--- config.mk ---
export PLATFORM = sky130hd
export DESIGN_NAME = sirv_gnrl_fifo_lr_flat
export DESIGN_NICKNAME = d
export VERILOG_FILES = /design/src/rtl/sirv_gnrl_pkg.sv /design/src/rtl/sirv_gnrl_fifo_lr_if.sv /design/src/rtl/sirv_gnrl_dfflr.sv /design/src/rtl/sirv_gnrl_fifo_lr.sv /design/src/flat_wrapper.sv
export SDC_FILE = /design/constraint.sdc
export NUM_CORES = 1
export LEC_CHECK = 0
export ABC_AREA = 1
export BUFFER_PORTS_ARGS = -buffer_cell sky130_fd_sc_hd__buf_2
export CAP_MARGIN = 15
export CORE_UTILIZATION = 45
export CTS_CLUSTER_DIAMETER = 200
export DETAILED_ROUTE_END_ITERATION = 10
export GPL_ROUTABILITY_DRIVEN = 1
export MAX_ROUTING_LAYER = met4
export PLACE_DENSITY = 0.63
export SYNTH_ARGS = -nofsm -noshare
export SYNTH_HDL_FRONTEND = slang
export SYNTH_SLANG_ARGS = --single-unit
export TNS_END_PERCENT = 30
--- constraint.sdc ---
create_clock -name clk -period 1.95 [get_ports clk]
set_input_delay 0.195 -clock clk [delete_from_list [all_inputs] [get_ports clk]]
set_output_delay 0.195 -clock clk [all_outputs]
set_load 0.005 [all_outputs]
--- src/rtl/sirv_gnrl_pkg.sv ---
// Shared helpers for the general-purpose library: width calculations
// for pointers and occupancy counters.
package sirv_gnrl_pkg;

    function automatic int clog2(input int n);
        int r;
        r = 0;
        for (int i = 0; i < 31; i++) begin
            if ((1 << i) < n) r = i + 1;
        end
        return r;
    endfunction

    // Pointer width: indexes 0..dp-1, never narrower than one bit.
    function automatic int ptr_w(input int dp);
        return (clog2(dp) < 1) ? 1 : clog2(dp);
    endfunction

    // Occupancy width: holds 0..dp inclusive.
    function automatic int cnt_w(input int dp);
        return (clog2(dp + 1) < 1) ? 1 : clog2(dp + 1);
    endfunction

endpackage

--- src/rtl/sirv_gnrl_fifo_lr_if.sv ---
// Valid/ready stream bundle around the FIFO: producer side (i_*),
// consumer side (o_*) and the occupancy count.
interface sirv_gnrl_fifo_lr_if #(
    parameter int DW = 32,
    parameter int DP = 4
);
    import sirv_gnrl_pkg::*;

    localparam int CW = cnt_w(DP);

    logic          i_vld;
    logic          i_rdy;
    logic [DW-1:0] i_dat;
    logic          o_vld;
    logic          o_rdy;
    logic [DW-1:0] o_dat;
    logic [CW-1:0] cnt;

    modport master (
        output i_vld, i_dat, o_rdy,
        input  i_rdy, o_vld, o_dat, cnt
    );

    modport slave (
        input  i_vld, i_dat, o_rdy,
        output i_rdy, o_vld, o_dat, cnt
    );
endinterface

--- src/rtl/sirv_gnrl_dfflr.sv ---
// Flop primitive with load enable and asynchronous active-low reset to zero.
module sirv_gnrl_dfflr #(
    parameter int DW = 32
) (
    input  logic          clk,
    input  logic          rst_n,
    input  logic          lden,
    input  logic [DW-1:0] dnxt,
    output logic [DW-1:0] qout
);

    // Capture dnxt only when loaded; clear on reset.
    always_ff @(posedge clk or negedge rst_n) begin
        if (!rst_n) qout <= '0;
        else if (lden) qout <= dnxt;
    end

endmodule

--- src/rtl/sirv_gnrl_fifo_lr.sv ---
// Parameterised valid/ready FIFO built entirely from sirv_gnrl_dfflr.
// Optional macro SIRV_GNRL_FIFO_BYPASS_EN: when empty, the input beat is
// presented on the output combinationally and, if taken at once, never
// written into storage.
module sirv_gnrl_fifo_lr
    import sirv_gnrl_pkg::*;
#(
    parameter int DP = 4,
    parameter int DW = 32
) (
    input  logic                clk,
    input  logic                rst_n,
    sirv_gnrl_fifo_lr_if.slave  bus
);

    localparam int PW = ptr_w(DP);
    localparam int CW = cnt_w(DP);

    logic [PW-1:0] rptr_q, wptr_q, rptr_nxt, wptr_nxt;
    logic [CW-1:0] cnt_q, cnt_nxt;
    logic          push, pop, full, empty;
    logic [DP-1:0] ent_ld;
    logic [DW-1:0] ent_q [DP];
    logic [DW-1:0] head;

    assign full  = (cnt_q == CW'(DP));
    assign empty = (cnt_q == '0);

    // Ready depends on registered occupancy only, so a full FIFO
    // refuses a beat even in a cycle that pops.
    assign bus.i_rdy = ~full;
    assign bus.cnt   = cnt_q;

`ifdef SIRV_GNRL_FIFO_BYPASS_EN
    logic byp;
    assign byp       = empty & bus.i_vld & bus.o_rdy;
    assign bus.o_vld = ~empty | bus.i_vld;
    assign bus.o_dat = (empty & bus.i_vld) ? bus.i_dat : head;
    assign push      = bus.i_vld & ~full & ~byp;
    assign pop       = ~empty & bus.o_rdy;
`else
    assign bus.o_vld = ~empty;
    assign bus.o_dat = head;
    assign push      = bus.i_vld & ~full;
    assign pop       = ~empty & bus.o_rdy;
`endif

    // Pointers wrap at DP-1 explicitly; DP need not be a power of two.
    assign rptr_nxt = (rptr_q == PW'(DP - 1)) ? '0 : rptr_q + PW'(1);
    assign wptr_nxt = (wptr_q == PW'(DP - 1)) ? '0 : wptr_q + PW'(1);
    assign cnt_nxt  = push ? cnt_q + CW'(1) : cnt_q - CW'(1);

    // Head-of-queue mux; rptr values at or above DP never occur.
    always_comb begin
        head = '0;
        for (int i = 0; i < DP; i++) begin
            if (rptr_q == PW'(i)) head = ent_q[i];
        end
    end

    for (genvar i = 0; i < DP; i++) begin : g_ent
        assign ent_ld[i] = push & (wptr_q == PW'(i));

        sirv_gnrl_dfflr #(.DW(DW)) u_ent (
            .clk   (clk),
            .rst_n (rst_n),
            .lden  (ent_ld[i]),
            .dnxt  (bus.i_dat),
            .qout  (ent_q[i])
        );
    end

    sirv_gnrl_dfflr #(.DW(PW)) u_rptr (
        .clk   (clk),
        .rst_n (rst_n),
        .lden  (pop),
        .dnxt  (rptr_nxt),
        .qout  (rptr_q)
    );

    sirv_gnrl_dfflr #(.DW(PW)) u_wptr (
        .clk   (clk),
        .rst_n (rst_n),
        .lden  (push),
        .dnxt  (wptr_nxt),
        .qout  (wptr_q)
    );

    // Count moves only when exactly one of push/pop happens.
    sirv_gnrl_dfflr #(.DW(CW)) u_cnt (
        .clk   (clk),
        .rst_n (rst_n),
        .lden  (push ^ pop),
        .dnxt  (cnt_nxt),
        .qout  (cnt_q)
    );

endmodule

--- src/flat_wrapper.sv ---
// flat-port wrapper written by rule: the top's interface ports become plain ports
module sirv_gnrl_fifo_lr_flat import sirv_gnrl_pkg::*;
#(
    parameter int DP = 4,
    parameter int DW = 32
)
  (clk, rst_n, bus_i_vld, bus_i_dat, bus_o_rdy, bus_i_rdy, bus_o_vld, bus_o_dat, bus_cnt);
  sirv_gnrl_fifo_lr_if #(.DW(DW), .DP(DP)) bus_i ();
  input  logic clk;
  input  logic rst_n;
  input wire logic [$bits(bus_i.i_vld)-1:0] bus_i_vld;
  input wire logic [$bits(bus_i.i_dat)-1:0] bus_i_dat;
  input wire logic [$bits(bus_i.o_rdy)-1:0] bus_o_rdy;
  output wire logic [$bits(bus_i.i_rdy)-1:0] bus_i_rdy;
  output wire logic [$bits(bus_i.o_vld)-1:0] bus_o_vld;
  output wire logic [$bits(bus_i.o_dat)-1:0] bus_o_dat;
  output wire logic [$bits(bus_i.cnt)-1:0] bus_cnt;
  assign bus_i.i_vld = bus_i_vld;
  assign bus_i.i_dat = bus_i_dat;
  assign bus_i.o_rdy = bus_o_rdy;
  assign bus_i_rdy = bus_i.i_rdy;
  assign bus_o_vld = bus_i.o_vld;
  assign bus_o_dat = bus_i.o_dat;
  assign bus_cnt = bus_i.cnt;
  sirv_gnrl_fifo_lr #(.DP(DP), .DW(DW)) u_core (.clk(clk), .rst_n(rst_n), .bus(bus_i));
endmodule
### Word level (Yosys, flattened, before mapping)

Cells that the tools add are included.

| storage, ports and cells | value |
|---|---|
| bits in registers | 135 |
| input bits | 36 |
| output and inout port bits | 37 |
| word-level logic and storage cells | 37 |

| operators by class | value |
|---|---|
| add/sub/neg operators | 4 |
| equality and inequality tests | 7 |
| muxes and demuxes | 7 |
| bitwise operators | 9 |
| reduce and logical (&&, ||, !) cells | 3 |

Operators by type and width:

| kind | number |
|---|---|
| $mux W32 | 4 |
| $eq A2 B2 Y1 const B | 4 |
| $and A1 B1 Y1 | 6 |
| $add A2 B1 Y2 const B | 2 |
| $eq A2 B1 Y1 const B | 2 |
| $logic_not A2 Y1 | 2 |
| $mux W2 | 2 |
| $add A3 B1 Y3 const B | 1 |
| $eq A3 B3 Y1 const B | 1 |
| $logic_not A3 Y1 | 1 |
| $mux W3 | 1 |
| $sub A3 B1 Y3 const B | 1 |
| $not A1 Y1 | 2 |
| $xor A1 B1 Y1 | 1 |

### Logic depth before layout (Yosys ltp)

Gate-level depths: netlist (run 1).

| logic depth | value |
|---|---|
| word-level depth | 5 |
| gate-level depth with buffers | 9 |

### Hierarchy

Synthesis (run 1) repeated with hierarchy kept, for this count alone.

| unflattened totals | value |
|---|---|
| cell total of the unflattened synthesis | 840 |
| area total of the unflattened synthesis | 6741.5 um^2 |

Modules (own cells, without submodules):

| module | times used | cells an instance | area an instance (um^2) |
|---|---|---|---|
| sirv_gnrl_dfflr at u_core.g_ent[0].u_ent ... | 4 | 136 | 1292.5 |
| sirv_gnrl_fifo_lr | 1 | 265 | 1306.3 |
| sirv_gnrl_dfflr at u_core.u_rptr ... | 2 | 9 | 76.3 |
| sirv_gnrl_dfflr at u_core.u_cnt | 1 | 13 | 112.6 |

### Worst setup path before layout (run 1)

No wires, ideal clock.

| path | value |
|---|---|
| path kind | register to output |
| start | reg u_core.u_rptr.qout[0] |
| end | out bus_o_dat[10] |
| data arrival time | 1.376 ns |
| setup slack | 0.379 ns |
| cell stages (with the launch flop) | 8 |
| buffers on the path | 1 |
| cells stage by stage | dfrtp_1 > inv_1 > ha_1 > clkbuf_1 > nand2_1 > o21ai_0 > nand2_1 > a21oi_1 |

| on the way | value |
|---|---|
| word-level cells in the longest chain between the ends | 5 |

Ends and longest elaborated chain:

| what | line | RTL |
|---|---|---|
| start: declaration | sirv_gnrl_dfflr.sv:9 | `output logic [DW-1:0] qout` |
| start signal: assignment | sirv_gnrl_dfflr.sv:15 | `else if (lden) qout <= dnxt;` |
| $logic_not A2 Y1 | sirv_gnrl_fifo_lr.sv:57 | `if (rptr_q == PW'(i)) head = ent_q[i];` |
| $mux W32 (3 in a row) | sirv_gnrl_fifo_lr.sv:57 |  |
| $mux W32 * | sirv_gnrl_fifo_lr.sv:57 |  |
| end: declaration | flat_wrapper.sv:16 | `output wire logic [$bits(bus_i.o_dat)-1:0] bus_o_dat;` |

Every way passes the cells marked *; elsewhere a longest branch is shown, timed or not.

### Worst setup path in the final report (run 1)

| path | value |
|---|---|
| start | reg u_core.u_rptr.qout[0] |
| end | out bus_o_dat[30] |

Same word-level chain as after synthesis.

==> results of run 1 <==
state kept, by name, summed over array words and instances (netlist names):
signal / count
u_core.g_ent.u_ent.qout: 128
u_core.u_cnt.qout: 3
u_core.u_rptr.qout: 2
u_core.u_wptr.qout: 2
layout make-up:
type / instances / area, um^2 / share of cell area (%)
Clock buffer: 19 / 453 / 5.88
Sequential cell: 135 / 3380 / 43.9
Clock inverter: 13 / 201 / 2.62
Multi-Input combinational cell: 526 / 2520 / 32.7
Tap cell: 176 / 220 / 2.86
Timing Repair Buffer: 103 / 763 / 9.91
Inverter: 44 / 165 / 2.14
routing by layer:
metal | global-route usage [%] | share of wire, % | wire length [um]
met1 | 29.2 | 45 | 6850
met2 | 38.8 | 49 | 7400
met3 | 5.27 | 4.5 | 687
met4 | 7.59 | 1.5 | 221
met5 | - | 0 | 0
power by group:
part | internal [W] | total [W] | switching [W]
logic | 0.00254 | 0.00597 | 0.00343
registers | 0.00410 | 0.00483 | 0.000738
clock network | 0.00233 | 0.00352 | 0.00120
total | 0.00897 | 0.0143 | 0.00536
synthesized netlist by cell type:
master    number  area (um^2)
a21oi_1       64          320
a21oi_4        1         16.3
buf_1          3         11.3
buf_2         25          125
clkbuf_1      20         75.1
dfrtp_1      135         3380
fa_1           1         20.0
ha_1           8          100
inv_1         44          165
nand2_1      247          927
nand2_4        4         45.0
nand3_1        2         10.0
nor2_1        33          124
nor2_2         1         6.26
o21ai_0       36          180
o21ai_1      128          641
o21bai_1       1         7.51
timing repair:
| item | CTS | global route |
|---|---|---|
| endpoints found under the hold margin | 33 | 0 |
| hold buffers | 1 | 0 |
| pin swaps | 4 | 5 |
| gates resized for setup | 49 | 37 |
| setup buffers | 2 | 0 |
| setup endpoints to repair | 32 | 32 |
| cloned | 1 | 1 |
per-stage QoR:
step                utilization [%]  std cells  hold WS [ns]
finish                         57.9       1016        0.0702
global route                   57.9       1016        0.0714
CTS                            57.0       1015        0.0552
detailed placement             51.1        979         0.121
global placement               51.1        979         0.118
floorplan                         -        753        -0.101
cell families (layout without fill, tap and decap cells):
family	Yosys count	after routing	synth area share (%)
AO/OA/AOI/OAI	230	230	18.9
adder cells (fa/ha/maj)	9	9	1.95
buffers and inverters	92	179	6.12
flip-flops	135	135	54.9
AND/OR/NAND/NOR	287	287	18.1
worst max path at each step:
stage	start	endpoint	slack [ns]
2_1_floorplan	u_core.u_rptr.qout[0]	bus_o_dat[10]	0.38
3_3_place_gp	u_core.u_rptr.qout[0]	bus_o_dat[13]	0.23
3_5_place_dp	u_core.u_rptr.qout[0]	bus_o_dat[13]	0.15
4_1_cts	u_core.u_rptr.qout[0]	bus_o_dat[3]	-0.12
5_1_grt	u_core.u_rptr.qout[0]	bus_o_dat[30]	-0.19
6_report	u_core.u_rptr.qout[0]	bus_o_dat[30]	-0.15
worst reg2reg max path: cells and delay by family (launching register included):
kind / cells / cell delay (ns)
buf+inv: 1 / 0.26
compound gates: 2 / 0.45
flops: 1 / 0.45
simple gates: 3 / 0.30
==> flow_summary.yaml, run 1 <==
outcome:
  status: "complete, but fails checks"
  violations: "setup timing"
floorplan:
  floorplan.die_area_mm2: 0.0141
  fp.coreArea_mm2: 0.0133
  io_pins: 73
  chipWidth_um: 119
  die_h_um: 119
  initial_core_util_pct: 46.3
  rows: 42
place:
  pre_cts_slack_ns: 0.154
  dpl.hpwl_um: 9660
  gp_congestion: 0.761
  numPortBuffers: 72
  placed_area_mm2: 0.00679
cts:
  cts_buffer_depth: 2
  clock-root-buffer: "clkbuf_16"
  clock_tree.htree_level_count: 4
  worst_skew_pair.late_latency_ns: 0.42
  clk_pin_slew_ns: 0.06
  cts.sink_count: 135
  tritoncts.num_buffers: 17
  tritoncts_clock_tree: "built"
global_routing:
  first_pass_grt_wire_length_um: 25400
  grt_overflow: 0
  via_count_of_the_first_global_routing_pass: 5279
  number_of_antenna_violations_at_the_first_check_in_global_routing: 0
  grt_util_all_layers_pct: 23.7
  largest_net_degree_at_the_start_of_global_routing: 41
drt:
  detail_route.wirelength_um: 15200
  dr.pass1.iters: 5
  avgRoutedWirePerCell_um: 14.9
  number_of_drc_violations_after_detailed_routing: 0
  post_drt_antenna_nets: 0
  via_to_cell_ratio: 5.27
  dr_total_vias: 5356
  drt_initial_violations: 459
power_and_ir_drop:
  power_density_mw_per_mm2: 1860
  ir_drop_mv: 0.854
  power.static_leakage_nw: 3.78
  fin_total_pwr_w: 0.0143
critical_path:
  critical_path.n_buffers_inverters: 3
  crit_fanout: 8
  cp_slowest_stage_delay_ns: 0.44
  critical_path_cell_count: 8
  data_required_time_at_the_worst_endpoint_ns: 1.75
  critPathArrivalTime_ns: 1.91
  timing.rr.end: "u_core.g_ent[2].u_ent.qout[14]"
  reg2reg_depth: 6
  cpLargestDelayFamily: "flip-flops"
  cell_by_cell_listing_of_the_critical_path: "inv_2, ha_4, buf_6, nand2_1, o21ai_1, nand2_1, a21oi_2, buf_2"
  cpMaxStageDelayCell: "dfrtp_2"
  rrSetupSlack_ns: 0.36
  most_frequent_cp_cell: "nand2_1"
  timing.critical_path.from_type: "register"
  cp-end-kind: "primary output"
  timing.rr.start: "u_core.u_cnt.qout[0]"
  critical_path_class: "register to primary output"
min_path:
  whs_path_depth: 3
  hold_path.class: "input port to register"
  worstHoldStart: "bus_i_dat[31]"
  worst_hold_path.endpoint: "u_core.g_ent[2].u_ent.qout[31]"
logic_synthesis:
  synthesis.yosys.warnings: 0
  syn-mean-instance-area_um2: 8.17
  yosysUniqueCellTypes: 17
  synthesis.area_mm2: 0.00615
  syn_nets: 798
  synth-seq-cells: 135
  synth-seq-area-share_pct: 54.9
  synthCells: 753
timing:
  fin_crit_sh_pct: 108
  max-slew-margin-rel_pct: 71.5
  setup-violations-final: 32
  hold_viol: 0
  fin_skew_ns: 0.00708
  fin_max_slew_vios: 0
  rsz0062_at_grt: "true"
  post-route-min-period_ns: 2.10
  worst-slew-pin-transition_ns: 0.427
  fmaxAchievable_mhz: 475
  tns_ns: -1.41
  postLayoutSetupSlackWorst_ns: -0.154
cells_and_area:
  most_frequent_standard_cell_in_the_layout_excluding_fill_and_tap_cells: "nand2_1"
  final_cell_mix: "nand2_1 (246), o21ai_1 (156), dfrtp_1 (134)"
  design_area_mm2: 0.00770
  post_route_cells_drive_above_1_share_pct: 20.6
  layout.filler_cells: 1229
  num-nets-final: 872
  syn_to_final_growth_pct: 25.2
  antenna-diode-count: 0
job:
  cap_violations: 0
Power figures use the tool's default switching activity.
==> run 2: changes to the inputs <==
Settings changed: CTS_BUF_LIST from default to sky130_fd_sc_hd__clkbuf_8.
==> run 2 against run 1 <==
- the flow still finishes with violations (setup timing)
- final area shrank 2.9%
- clock skew rose by 0.0029 ns
- count of clock-buffer cells in the layout stayed put
- highest routed layer unchanged
==> flow_summary.yaml, run 2 (same netlist as run 1, synthesis figures left out) <==
critical_path:
  cell_by_cell_listing_of_the_critical_path: "inv_2, ha_4, buf_6, nand2_2, o21ai_2, nand2_1, a21oi_2, buf_2"
  cp_slowest_stage_delay_ns: 0.40
  crit_fanout: 8
  critical_path_cell_count: 8
  critical_path_class: "register to primary output"
  cpMaxStageDelayCell: "dfrtp_1"
  timing.rr.end: "u_core.g_ent[2].u_ent.qout[4]"
  rrSetupSlack_ns: 0.36
  data_required_time_at_the_worst_endpoint_ns: 1.75
  critical_path.n_buffers_inverters: 3
  cp-end-kind: "primary output"
  cpLargestDelayFamily: "flip-flops"
  timing.rr.start: "u_core.u_cnt.qout[0]"
  timing.critical_path.from_type: "register"
  startpoint: "u_core.u_rptr.qout[1]"
  critPathCapture: "bus_o_dat[30]"
  reg2reg_depth: 6
  critPathArrivalTime_ns: 1.88
cts:
  clk_pin_slew_ns: 0.08
  cts.sink_count: 135
  cts_buffer_depth: 2
  clock-root-buffer: "clkbuf_8"
  worst_skew_pair.late_latency_ns: 0.45
  tritoncts.num_buffers: 17
  clock_tree.htree_level_count: 4
  tritoncts_clock_tree: "built"
global_routing:
  grt_overflow: 0
  via_count_of_the_first_global_routing_pass: 5234
  largest_net_degree_at_the_start_of_global_routing: 41
  first_pass_grt_wire_length_um: 24900
  grt_util_all_layers_pct: 23.1
  number_of_antenna_violations_at_the_first_check_in_global_routing: 0
floorplan:
  chipWidth_um: 119
  fp.coreArea_mm2: 0.0133
  die_h_um: 119
  initial_core_util_pct: 46.3
  rows: 42
  floorplan.die_area_mm2: 0.0141
  io_pins: 73
drt:
  dr.pass1.iters: 5
  number_of_drc_violations_after_detailed_routing: 0
  detail_route.wirelength_um: 14600
  dr_total_vias: 5267
  post_drt_antenna_nets: 0
  drt_initial_violations: 356
  via_to_cell_ratio: 5.17
  avgRoutedWirePerCell_um: 14.4
place:
  placed_area_mm2: 0.00679
  numPortBuffers: 72
  pre_cts_slack_ns: 0.154
  dpl.hpwl_um: 9660
  gp_congestion: 0.761
  post-place-cells: 979
cells_and_area:
  share_of_the_core_filled_with_cells_pct: 56.3
  design_area_mm2: 0.00748
  most_frequent_standard_cell_in_the_layout_excluding_fill_and_tap_cells: "nand2_1"
  regMostFlops: "u_core.g_ent.u_ent.qout"
  largest_register_ff_count: 128
  post_route_cells_drive_above_1_share_pct: 19.7
  final_cell_mix: "nand2_1 (246), o21ai_1 (146), dfrtp_1 (135)"
  layout.filler_cells: 1249
  num-nets-final: 874
  layout_top_registers: "u_core.g_ent.u_ent.qout x128, u_core.u_cnt.qout x3"
  syn_to_final_growth_pct: 21.6
  antenna-diode-count: 0
  post_layout_nonfiller_instances: 1018
power_and_ir_drop:
  comb_power_share_pct: 43.7
  clkPwrFrac_pct: 20.0
  ir_drop_mv: 0.704
  power.static_leakage_nw: 3.70
  netSwitchingFraction_pct: 38.6
  seq_power_share_pct: 36.3
  power_density_mw_per_mm2: 1770
  switching_power_w: 0.00512
  p_int_w: 0.00815
timing:
  rsz0062_at_grt: "true"
  worst-slew-pin-transition_ns: 0.409
  max-slew-margin-rel_pct: 72.7
  fin_skew_ns: 0.0100
  post-route-min-period_ns: 2.08
  fmaxAchievable_mhz: 481
  postLayoutSetupSlackWorst_ns: -0.127
  fin_crit_sh_pct: 107
  setup-violations-final: 32
  fin_max_slew_vios: 0
  hold_viol: 0
job:
  cap_violations: 0
min_path:
  hold_path.class: "input port to register"
outcome:
  status: "complete, but fails checks"
  violations: "setup timing"
[run 2: how the worst min path moves through the flow]
stage / startpoint / end / slack [ns] / depth (start not counted)
6_report: bus_i_dat[31] / u_core.g_ent[2].u_ent.qout[31] / 0.04 / 3
5_1_grt: bus_i_dat[1] / u_core.g_ent[0].u_ent.qout[1] / 0.03 / 3
4_1_cts: bus_i_dat[27] / u_core.g_ent[1].u_ent.qout[27] / 0.02 / 3
3_5_place_dp: rst_n / u_core.g_ent[1].u_ent.qout[10] / 0.12 / 1
3_3_place_gp: rst_n / u_core.g_ent[0].u_ent.qout[10] / 0.12 / 1
2_1_floorplan: rst_n / u_core.g_ent[0].u_ent.qout[0] / -0.10 / 0
[run 2: timing repair]
item                       CTS  global route
hold buffers                 1             0
setup endpoints to repair   32            32
pin swaps                    2             2
buffers inserted             3             2
gates resized for setup     39            27
hold endpoints to repair    73             0
gates cloned                 1             0
[run 2: through the flow]
step,hold slack [ns],setup TNS [ns],power (W)
after global placement,0.118,0,0.00987
after detailed placement,0.121,0,0.0101
final,0.0421,-2.00,0.0133
after floorplan,-0.101,0,0.00813
after CTS,0.0196,-3.42,0.0131
after global routing,0.0314,-5.72,0.0144
[run 2: power by group through the flow]
| stage | logic, W | registers [W] | clock network, W |
|---|---|---|---|
| after floorplan | 0.00346 | 0.00467 | 0 |
| after global placement | 0.00510 | 0.00477 | 0 |
| after detailed placement | 0.00527 | 0.00483 | 0 |
| after CTS | 0.00563 | 0.00479 | 0.00273 |
| after global routing | 0.00656 | 0.00496 | 0.00283 |
| final | 0.00580 | 0.00481 | 0.00266 |
[run 2: worst reg2reg max path, stage by stage (launching register included)]
cell and delay, ns:
dfrtp_1 0.45, nor2_2 0.25, a21oi_4 0.17, nand2_4 0.09, buf_4 0.33, nand2_1 0.11, o21ai_1 0.11
[run 2: layout make-up]
class | count | area [um^2] | area share (%)
clock buffer | 19 | 262 | 3.50
clock inverter | 13 | 201 | 2.69
inverter | 44 | 165 | 2.21
multi-input combinational | 526 | 2490 | 33.2
sequential | 135 | 3380 | 45.2
tap | 176 | 220 | 2.94
timing repair buffer | 105 | 767 | 10.3
[run 2: layer usage]
| layer | up-vias | track usage [%] | wire, um |
|---|---|---|---|
| met4 | 0 | 6.49 | 138 |
| met3 | 13 | 5.08 | 609 |
| li1 | 2590 | - | - |
| met1 | 2543 | 28.8 | 6750 |
| met2 | 121 | 37.9 | 7140 |
| met5 | - | - | 0 |
==> run 3: changes to the inputs <==
Settings changed: CORE_UTILIZATION 45 to 51, PLACE_DENSITY 0.63 to 0.71.
==> run 3 against run 2 <==
- the flow finishes with violations (DRC, setup timing)
- setup slack improved by 0.012 ns
- clock power hardly changed
- worst hold slack improved by 0.0095 ns
==> flow_summary.yaml, run 3 (same netlist as run 1, synthesis figures left out) <==
outcome:
  status: "complete, but fails checks"
  violations: "DRC, setup timing"
cells_and_area:
  final_cell_mix: "nand2_1 (246), o21ai_1 (156), dfrtp_1 (135)"
  share_of_the_core_filled_with_cells_pct: 64.9
  design_area_mm2: 0.00750
  layout_top_registers: "u_core.g_ent.u_ent.qout x128, u_core.u_cnt.qout x3"
  largest_register_ff_count: 128
  regMostFlops: "u_core.g_ent.u_ent.qout"
  most_frequent_standard_cell_in_the_layout_excluding_fill_and_tap_cells: "nand2_1"
  post_route_cells_drive_above_1_share_pct: 20.6
  num-nets-final: 872
  antenna-diode-count: 0
  syn_to_final_growth_pct: 22.0
job:
  cap_violations: 0
global_routing:
  via_count_of_the_first_global_routing_pass: 5214
  first_pass_grt_wire_length_um: 24400
  grt_util_all_layers_pct: 25.6
  number_of_antenna_violations_at_the_first_check_in_global_routing: 0
  largest_net_degree_at_the_start_of_global_routing: 53
  grt_overflow: 0
cts:
  worst_skew_pair.late_latency_ns: 0.44
  cts_buffer_depth: 2
  clock_tree.htree_level_count: 4
  tritoncts_clock_tree: "built"
  clk_pin_slew_ns: 0.08
  clock-root-buffer: "clkbuf_8"
  cts.sink_count: 135
  tritoncts.num_buffers: 17
place:
  dpl.hpwl_um: 9160
  numPortBuffers: 72
  pre_cts_slack_ns: 0.189
  gp_congestion: 0.812
  placed_area_mm2: 0.00680
timing:
  fin_crit_sh_pct: 106
  worst-slew-pin-transition_ns: 0.521
  max-slew-margin-rel_pct: 65.3
  tns_ns: -1.83
  whs_ns: 0.0517
  setup-violations-final: 32
  hold_viol: 0
  post-route-min-period_ns: 2.07
  rsz0062_at_grt: "true"
  fmaxAchievable_mhz: 484
  postLayoutSetupSlackWorst_ns: -0.115
  fin_skew_ns: 0.00873
  fin_max_slew_vios: 0
drt:
  via_to_cell_ratio: 5.41
  number_of_drc_violations_after_detailed_routing: 4
  detail_route.wirelength_um: 14700
  drt_initial_violations: 405
  dr.pass1.iters: 9
  avgRoutedWirePerCell_um: 15.0
  post_drt_antenna_nets: 0
  dr_total_vias: 5319
power_and_ir_drop:
  switching_power_w: 0.00524
  p_int_w: 0.00824
  power.static_leakage_nw: 3.71
  power_density_mw_per_mm2: 1800
  netSwitchingFraction_pct: 38.9
  seq_power_share_pct: 35.8
  ir_drop_mv: 0.804
  clkPwrFrac_pct: 19.7
  comb_power_share_pct: 44.5
min_path:
  hold_path.class: "input port to register"
critical_path:
  cell_by_cell_listing_of_the_critical_path: "inv_2, ha_4, buf_12, nand2_2, o21ai_1, nand2_1, a21oi_2, buf_2"
  critPathArrivalTime_ns: 1.87
  timing.critical_path.from_type: "register"
  cp_slowest_stage_delay_ns: 0.42
  critical_path_class: "register to primary output"
  rrSetupSlack_ns: 0.25
  cp-end-kind: "primary output"
  data_required_time_at_the_worst_endpoint_ns: 1.75
  cpMaxStageDelayCell: "dfrtp_1"
  crit_fanout: 19
floorplan:
  die_h_um: 112
  io_pins: 73
  chipWidth_um: 112
  rows: 39
  floorplan.die_area_mm2: 0.0125
  fp.coreArea_mm2: 0.0116
  initial_core_util_pct: 53.2
run 3: cell types whose count changed in the layout (fill, tap and decap cells not counted), moves of 2 or more:
cell     before  now
o21ai_0      16    4
o21ai_1     146  156
a21oi_1      51   42
a21oi_2      13   22
buf_12        9   12
buf_4        15   12
buf_6         7    5
ha_2          2    0
inv_2         4    2
o21ai_2       2    4
run 3: what timing repair did:
action | CTS | global route
hold endpoints to repair | 34 | 0
pin swaps | 1 | 1
setup endpoints to repair | 32 | 32
hold buffers | 1 | 0
gates resized for setup | 58 | 23
buffers inserted | 1 | 4
gates cloned | 1 | 0
run 3: metrics by stage:
step,total power (W),cells
6_report,0.0135,983
5_1_grt,0.0145,983
4_1_cts,0.0132,979
3_5_place_dp,0.0102,944
3_3_place_gp,0.00995,944
2_1_floorplan,0.00813,753
run 3: final timing paths:
| check | startpoint | to | depth (start not counted) |
|---|---|---|---|
| worst max-delay path | u_core.u_rptr.qout[1] | bus_o_dat[30] | 8 |
| min in group asynchronous | rst_n | u_core.g_ent[3].u_ent.qout[4] | 2 |
| worst max register to register | u_core.u_cnt.qout[0] | u_core.g_ent[0].u_ent.qout[16] | 6 |
| max in group asynchronous | rst_n | u_core.g_ent[2].u_ent.qout[23] | 3 |
| worst min-delay path | bus_i_dat[23] | u_core.g_ent[1].u_ent.qout[23] | 3 |
| worst min register to register | u_core.g_ent[1].u_ent.qout[14] | u_core.g_ent[1].u_ent.qout[14] | 2 |
run 3: critical path, delay by kind of cell (launching register included):
kind / cells / cell delay, ns
flip-flops: 1 / 0.42
AND/OR/NAND/NOR: 2 / 0.14
AO/OA/AOI/OAI: 2 / 0.28
buffers and inverters: 3 / 0.41
adder cells (fa/ha/maj): 1 / 0.17
run 3: area by class of cell:
cell class	instances	area [um^2]
inverter	44	168
clock inverter	13	201
multi-input combinational	526	2530
fill	981	4060
sequential	135	3380
timing repair buffer	103	782
tap	143	179
clock buffer	19	262
run 3: routing by layer:
metal	share of wire (%)	track usage, %
met1	44	32.1
met2	48	40.7
met3	5.2	4.63
met4	2.1	11.4
met5	0	-
run 3: power groups by stage:
stage	sequential (W)	combinational [W]	clock, W
after global routing	0.00497	0.00671	0.00280
after CTS	0.00481	0.00574	0.00270
after detailed placement	0.00483	0.00536	0
after global placement	0.00477	0.00518	0
final	0.00483	0.00600	0.00265
after floorplan	0.00467	0.00346	0
